[src/rtl/count_day_if.sv]
// Day-counter bus: carry/adjust controls and month context in, BCD day and carries out.
interface count_day_if #(
  parameter int unsigned MAX_DISPLAY_UNIT = 4,
  parameter int unsigned MAX_DISPLAY_TEN  = 2
);
  logic                        en_d;
  logic                        set_mode;
  logic                        up;
  logic                        down;
  logic [3:0]                  month_unit;
  logic [1:0]                  month_ten;
  logic                        leap;
  logic [MAX_DISPLAY_UNIT-1:0] day_unit;
  logic [MAX_DISPLAY_TEN-1:0]  day_ten;
  logic                        day_last;
  logic                        pulse_d;

  modport master (
    output en_d, set_mode, up, down, month_unit, month_ten, leap,
    input  day_unit, day_ten, day_last, pulse_d
  );

  modport slave (
    input  en_d, set_mode, up, down, month_unit, month_ten, leap,
    output day_unit, day_ten, day_last, pulse_d
  );
endinterface

[src/rtl/count_day.sv]
// BCD day-of-month counter: advances on the daily carry, wraps at the month's
// last day (month/leap dependent) and issues the month carry on wrap.
module count_day #(
  parameter int unsigned MAX_DISPLAY_UNIT = 4,
  parameter int unsigned MAX_DISPLAY_TEN  = 2
) (
  input  logic        clk,
  input  logic        rst_n,
  count_day_if.slave  bus
);
  localparam int unsigned UW    = MAX_DISPLAY_UNIT;
  localparam int unsigned TW    = MAX_DISPLAY_TEN;
  localparam int unsigned DAY_W = UW + TW;

  logic [UW-1:0]    unit_q, unit_d, last_unit, inc_unit, dec_unit;
  logic [TW-1:0]    ten_q, ten_d, last_ten, inc_ten, dec_ten;
  logic [DAY_W-1:0] day_code, last_code;
  logic             day_bad, over_last, at_last, at_first;

  // Last day of the current month; unknown month codes fall back to 31
  always_comb begin
    last_ten  = TW'(3);
    last_unit = UW'(1);
    case ({bus.month_ten, bus.month_unit})
      6'h04, 6'h06, 6'h09, 6'h11: last_unit = UW'(0);
      6'h02: begin
        last_ten  = TW'(2);
        last_unit = bus.leap ? UW'(9) : UW'(8);
      end
      default: ;
    endcase
  end

  assign day_code  = {ten_q, unit_q};
  assign last_code = {last_ten, last_unit};

  // BCD ordering matches numeric ordering once the unit digit is a valid digit
  assign day_bad   = (unit_q > UW'(9)) || (day_code == DAY_W'(0)) ||
                     (day_code > DAY_W'('h31));
  assign over_last = !day_bad && (day_code > last_code);
  assign at_last   = !day_bad && (day_code == last_code);
  assign at_first  = (day_code == DAY_W'(1));

  assign inc_unit = (unit_q == UW'(9)) ? UW'(0) : UW'(unit_q + UW'(1));
  assign inc_ten  = (unit_q == UW'(9)) ? TW'(ten_q + TW'(1)) : ten_q;
  assign dec_unit = (unit_q == UW'(0)) ? UW'(9) : UW'(unit_q - UW'(1));
  assign dec_ten  = (unit_q == UW'(0)) ? TW'(ten_q - TW'(1)) : ten_q;

  // Next day: corrections first, then manual adjust, then the daily carry
  always_comb begin
    ten_d  = ten_q;
    unit_d = unit_q;
    if (day_bad) begin
      ten_d  = TW'(0);
      unit_d = UW'(1);
    end else if (over_last) begin
      ten_d  = last_ten;
      unit_d = last_unit;
    end else if (bus.set_mode) begin
      if (bus.up && !bus.down) begin
        ten_d  = at_last ? TW'(0) : inc_ten;
        unit_d = at_last ? UW'(1) : inc_unit;
      end else if (bus.down && !bus.up) begin
        ten_d  = at_first ? last_ten  : dec_ten;
        unit_d = at_first ? last_unit : dec_unit;
      end
    end else if (bus.en_d) begin
      ten_d  = at_last ? TW'(0) : inc_ten;
      unit_d = at_last ? UW'(1) : inc_unit;
    end
  end

  always_ff @(posedge clk or negedge rst_n) begin
    if (!rst_n) begin
      ten_q  <= TW'(0);
      unit_q <= UW'(1);
    end else begin
      ten_q  <= ten_d;
      unit_q <= unit_d;
    end
  end

  assign bus.day_unit = unit_q;
  assign bus.day_ten  = ten_q;
  assign bus.day_last = at_last;
  assign bus.pulse_d  = bus.en_d && !bus.set_mode && at_last;
endmodule

[src/flat_wrapper.sv]
// flat-port wrapper written by rule: the top's interface ports become plain ports
module count_day_flat 
#(
  parameter int unsigned MAX_DISPLAY_UNIT = 4,
  parameter int unsigned MAX_DISPLAY_TEN  = 2
)
  (clk, rst_n, bus_en_d, bus_set_mode, bus_up, bus_down, bus_month_unit, bus_month_ten, bus_leap, bus_day_unit, bus_day_ten, bus_day_last, bus_pulse_d);
  count_day_if #(.MAX_DISPLAY_UNIT(MAX_DISPLAY_UNIT), .MAX_DISPLAY_TEN(MAX_DISPLAY_TEN)) bus_i ();
  input  logic clk;
  input  logic rst_n;
  input wire logic [$bits(bus_i.en_d)-1:0] bus_en_d;
  input wire logic [$bits(bus_i.set_mode)-1:0] bus_set_mode;
  input wire logic [$bits(bus_i.up)-1:0] bus_up;
  input wire logic [$bits(bus_i.down)-1:0] bus_down;
  input wire logic [$bits(bus_i.month_unit)-1:0] bus_month_unit;
  input wire logic [$bits(bus_i.month_ten)-1:0] bus_month_ten;
  input wire logic [$bits(bus_i.leap)-1:0] bus_leap;
  output wire logic [$bits(bus_i.day_unit)-1:0] bus_day_unit;
  output wire logic [$bits(bus_i.day_ten)-1:0] bus_day_ten;
  output wire logic [$bits(bus_i.day_last)-1:0] bus_day_last;
  output wire logic [$bits(bus_i.pulse_d)-1:0] bus_pulse_d;
  assign bus_i.en_d = bus_en_d;
  assign bus_i.set_mode = bus_set_mode;
  assign bus_i.up = bus_up;
  assign bus_i.down = bus_down;
  assign bus_i.month_unit = bus_month_unit;
  assign bus_i.month_ten = bus_month_ten;
  assign bus_i.leap = bus_leap;
  assign bus_day_unit = bus_i.day_unit;
  assign bus_day_ten = bus_i.day_ten;
  assign bus_day_last = bus_i.day_last;
  assign bus_pulse_d = bus_i.pulse_d;
  count_day #(.MAX_DISPLAY_UNIT(MAX_DISPLAY_UNIT), .MAX_DISPLAY_TEN(MAX_DISPLAY_TEN)) u_core (.clk(clk), .rst_n(rst_n), .bus(bus_i));
endmodule
[config.mk]
export PLATFORM = sky130hd
export DESIGN_NAME = count_day_flat
export DESIGN_NICKNAME = d
export VERILOG_FILES = /design/src/rtl/count_day_if.sv /design/src/rtl/count_day.sv /design/src/flat_wrapper.sv
export SDC_FILE = /design/constraint.sdc
export NUM_CORES = 1
export LEC_CHECK = 0
export BUFFER_PORTS_ARGS = -buffer_cell sky130_fd_sc_hd__buf_4
export CAP_MARGIN = 5
export CORE_MARGIN = 3
export CORE_UTILIZATION = 50
export CTS_CLUSTER_SIZE = 40
export DETAILED_ROUTE_END_ITERATION = 12
export PLACE_DENSITY = 0.86
export SETUP_SLACK_MARGIN = 0.02
export SYNTH_ARGS = -nofsm -noshare
export SYNTH_HDL_FRONTEND = slang
export SYNTH_SLANG_ARGS = --single-unit
export TNS_END_PERCENT = 5
[constraint.sdc]
create_clock -name clk -period 3.1 [get_ports clk]
set_input_delay 0 -clock clk [delete_from_list [all_inputs] [get_ports clk]]
set_output_delay 0 -clock clk [all_outputs]
set_load 0.02 [all_outputs]
==> reports/metrics.yaml <==
status:
  outcome: "finished, final reports clean"
cells_and_area:
  fin_nets: 145
  nFillCells: 143
  layout-drive-gt1-share_pct: 30.2
  antenna_cells: 0
  syn_to_final_growth_pct: 18.5
  final_cells: 142
yosys:
  synth_xor_area_share_pct: 2.07
  yosysWarnings: 0
  ys_seq_area_share_pct: 17.9
  synth_edf_count: 0
  synthFlopType: "dfrtp_1"
  synth_top_cell_area_share_pct: 14.8
  synth_area_per_cell_sq_um: 8.04
  ys_ff_latch: 6
  synth.most_common_cell: "nor2_1"
  synth_compound_area_share_pct: 34.2
  synthCells: 105
  ys_top_cells_by_count: "12 x nor2_1, 8 x o21ai_0, 6 x a21oi_1, 6 x inv_1"
  syn_nets: 123
  muxShareOfSynthArea_pct: 2.52
  yosys.area_share.simple_pct: 27.3
  synth-adder-area-share_pct: 7.41
  ys_types: 47
  netlist_top_cells_area: "dfrtp_1 15%, ha_1 7.4%, nor2_1 5.3%"
  ys_async_sr_fraction_pct: 100
  synth_top_family_by_area: "compound AO/OA/AOI/OAI gates"
  synth_area_leader_cell: "dfrtp_1"
  synth.cell_area_sq_um: 845
critical_path:
  critical-path-slowest-cell: "dfstp_2"
  path_class: "reg2reg"
  required_ns: 3.20
  crit_path_cell_trace: "inv_1, ha_1, nand4_1, o21ai_0, a21oi_2, and2b_2, a31oi_1, o22ai_1"
  arrival_ns: 2.57
  path_buf_inv: 1
  critical_path.startpoint_type: "flop"
  setup.worst_path.end_class: "flop"
  critical-path-max-stage-delay_ns: 0.64
  cp_top_family: "compound AO/OA/AOI/OAI gates"
  crit_fanout: 13
timing:
  fin_crit_ns: 2.47
  rsz0062_at_grt: "no"
  maxSlewHeadroom_pct: 59.7
  fin_crit_sh_pct: 79.8
  worstMarginPinSlew_ns: 0.605
  fin_skew_ns: 0.00686
  finalHoldViolCount: 0
  finalMaxSlewViolations: 0
  fin_tns_setup_ns: 0
  setup_viol: 0
  max_freq_mhz: 404
grt:
  grt_util_all_layers_pct: 20.3
  grt_max_degree: 16
  grt-ovfl-total: 0
  grt_pass1_vias: 749
  antenna_found_initial: 0
  grt_pass1_wl_um: 3270
clock_tree:
  cts_inserted_buffers: 3
  cts.clk_slew.worst_paths_ns: 0.05
  cts_hold_buf: 1
  h-tree-depth: 1
  clock_path_buffers: 2
  cts-root-buf: "clkbuf_4"
  cts_sinks: 6
  cts_tree: "done"
  insertion_delay_ns: 0.24
  cts.repair.resized: 0
  cts_setup_buffers: 0
floorplanning:
  fp.dieH_um: 47.1
  boundaryPins: 21
  core_sq_um: 1540
  dieArea_sq_um: 2220
  die_w_um: 47.1
  start_util_pct: 54.8
  std_cell_rows: 14
routing:
  wl_um: 2130
  wl_met2_um: 1040
  avgViaCountPerCell: 6.16
  wl_met1_um: 938
  top_layer: "met3"
  wl_per_cell_um: 15.0
  first_pass_iters: 4
  drt_iter0_drc: 42
  drc: 0
  ant_nets: 0
  vias: 875
  routed-wl-met3_um: 143
placed_design:
  placedCellCount: 137
  gp_congestion: 0.915
  hpwl_um: 1730
  portBuffers: 20
pwr:
  leakage_nw: 0.460
  p_total_mw: 0.815
  pwr_density_cell_nw_per_um2: 815
  ir_drop_uv: 547
worst_hold_path:
  min_path_type: "in2async"
run:
  drv_cap: 0
## flip-flops by register name (all words and copies together) (netlist names)
name	count
u_core.bus.day_ten	2
u_core.bus.day_unit	4
## path summary, 6_finish.rpt
kind | startpoint | endpoint | slack, ns | depth (start not counted)
max | u_core.bus.day_unit[0]$_DFFE_PN1P_ | u_core.bus.day_ten[0]$_DFFE_PN0P_ | 0.63 | 8
min | rst_n | u_core.bus.day_unit[3]$_DFFE_PN0P_ | 0.09 | 2
max reg2reg | u_core.bus.day_unit[0]$_DFFE_PN1P_ | u_core.bus.day_ten[0]$_DFFE_PN0P_ | 0.63 | 8
min in group clk | bus_month_ten[1] | u_core.bus.day_unit[0]$_DFFE_PN1P_ | 0.13 | 3
min reg2reg | u_core.bus.day_unit[0]$_DFFE_PN1P_ | u_core.bus.day_unit[1]$_DFFE_PN0P_ | 0.63 | 2
max in group asynchronous | rst_n | u_core.bus.day_unit[0]$_DFFE_PN1P_ | 2.80 | 2
## through the flow
stage	instance area (sq um)	util [%]	worst slack, ns	hold slack [ns]
2_1_floorplan	845	-	0.652	-0.296
5_1_grt	1000	64.9	0.423	0.103
6_report	1000	64.9	0.628	0.0903
3_5_place_dp	965	62.6	0.661	-0.192
3_3_place_gp	965	62.6	0.760	-0.191
4_1_cts	1000	64.9	0.664	0.0759
## placed cells by master, fill, tap and decap left out, types with 2 or more instances in the layout
cell,netlist,layout
inv_1,6,6
o21ai_0,8,8
a21oi_1,6,6
and2b_2,2,2
clkbuf_4,0,3
dfrtp_1,5,5
and3_1,3,3
a211oi_1,4,4
nand2_1,2,2
buf_4,0,20
nor2_1,12,12
o211ai_1,2,2
nor4_1,2,2
nor3_1,5,5
a21o_1,3,3
nand2b_1,2,2
a21o_2,2,2
nand3_1,4,4
ha_1,5,5
## worst reg2reg max path, cell delays in order (launching register included)
cell	delay (ns)
dfstp_2	0.64
inv_1	0.14
ha_1	0.31
nand4_1	0.16
o21ai_0	0.16
a21oi_2	0.38
and2b_2	0.27
a31oi_1	0.16
o22ai_1	0.11
## routing by layer
| layer | GRT usage (%) | up-vias |
|---|---|---|
| met5 | 0 | - |
| met1 | 30.6 | 399 |
| li1 | - | 438 |
| met2 | 29.8 | 38 |
| met4 | 8.29 | 0 |
| met3 | 1.15 | 0 |
## area by class of cell
cell class / instances / area, sq um / share of cell area (%)
Multi-Input combinational cell: 89 / 621 / 62.0
Timing Repair Buffer: 21 / 160 / 16.0
Sequential cell: 6 / 151 / 15.1
Clock buffer: 4 / 26.3 / 2.63
Inverter: 6 / 22.5 / 2.25
Tap cell: 16 / 20.0 / 2.00
## power by group
group | switching [mW] | internal, mW
Sequential | 0.0783 | 0.114
Combinational | 0.300 | 0.246
Clock | 0.0284 | 0.0488
## cells by family (layout without fill, tap and decap cells)
logic type	Yosys count	count (layout)
AOI/OAI and AO/OA	39	39
xor gates and xnor gates	2	2
adders and majority gates	5	5
buffers and inverters	10	31
DFF	6	6
muxes	2	2
and+or+nand+nor	41	41
Power figures use the tool's default switching activity.
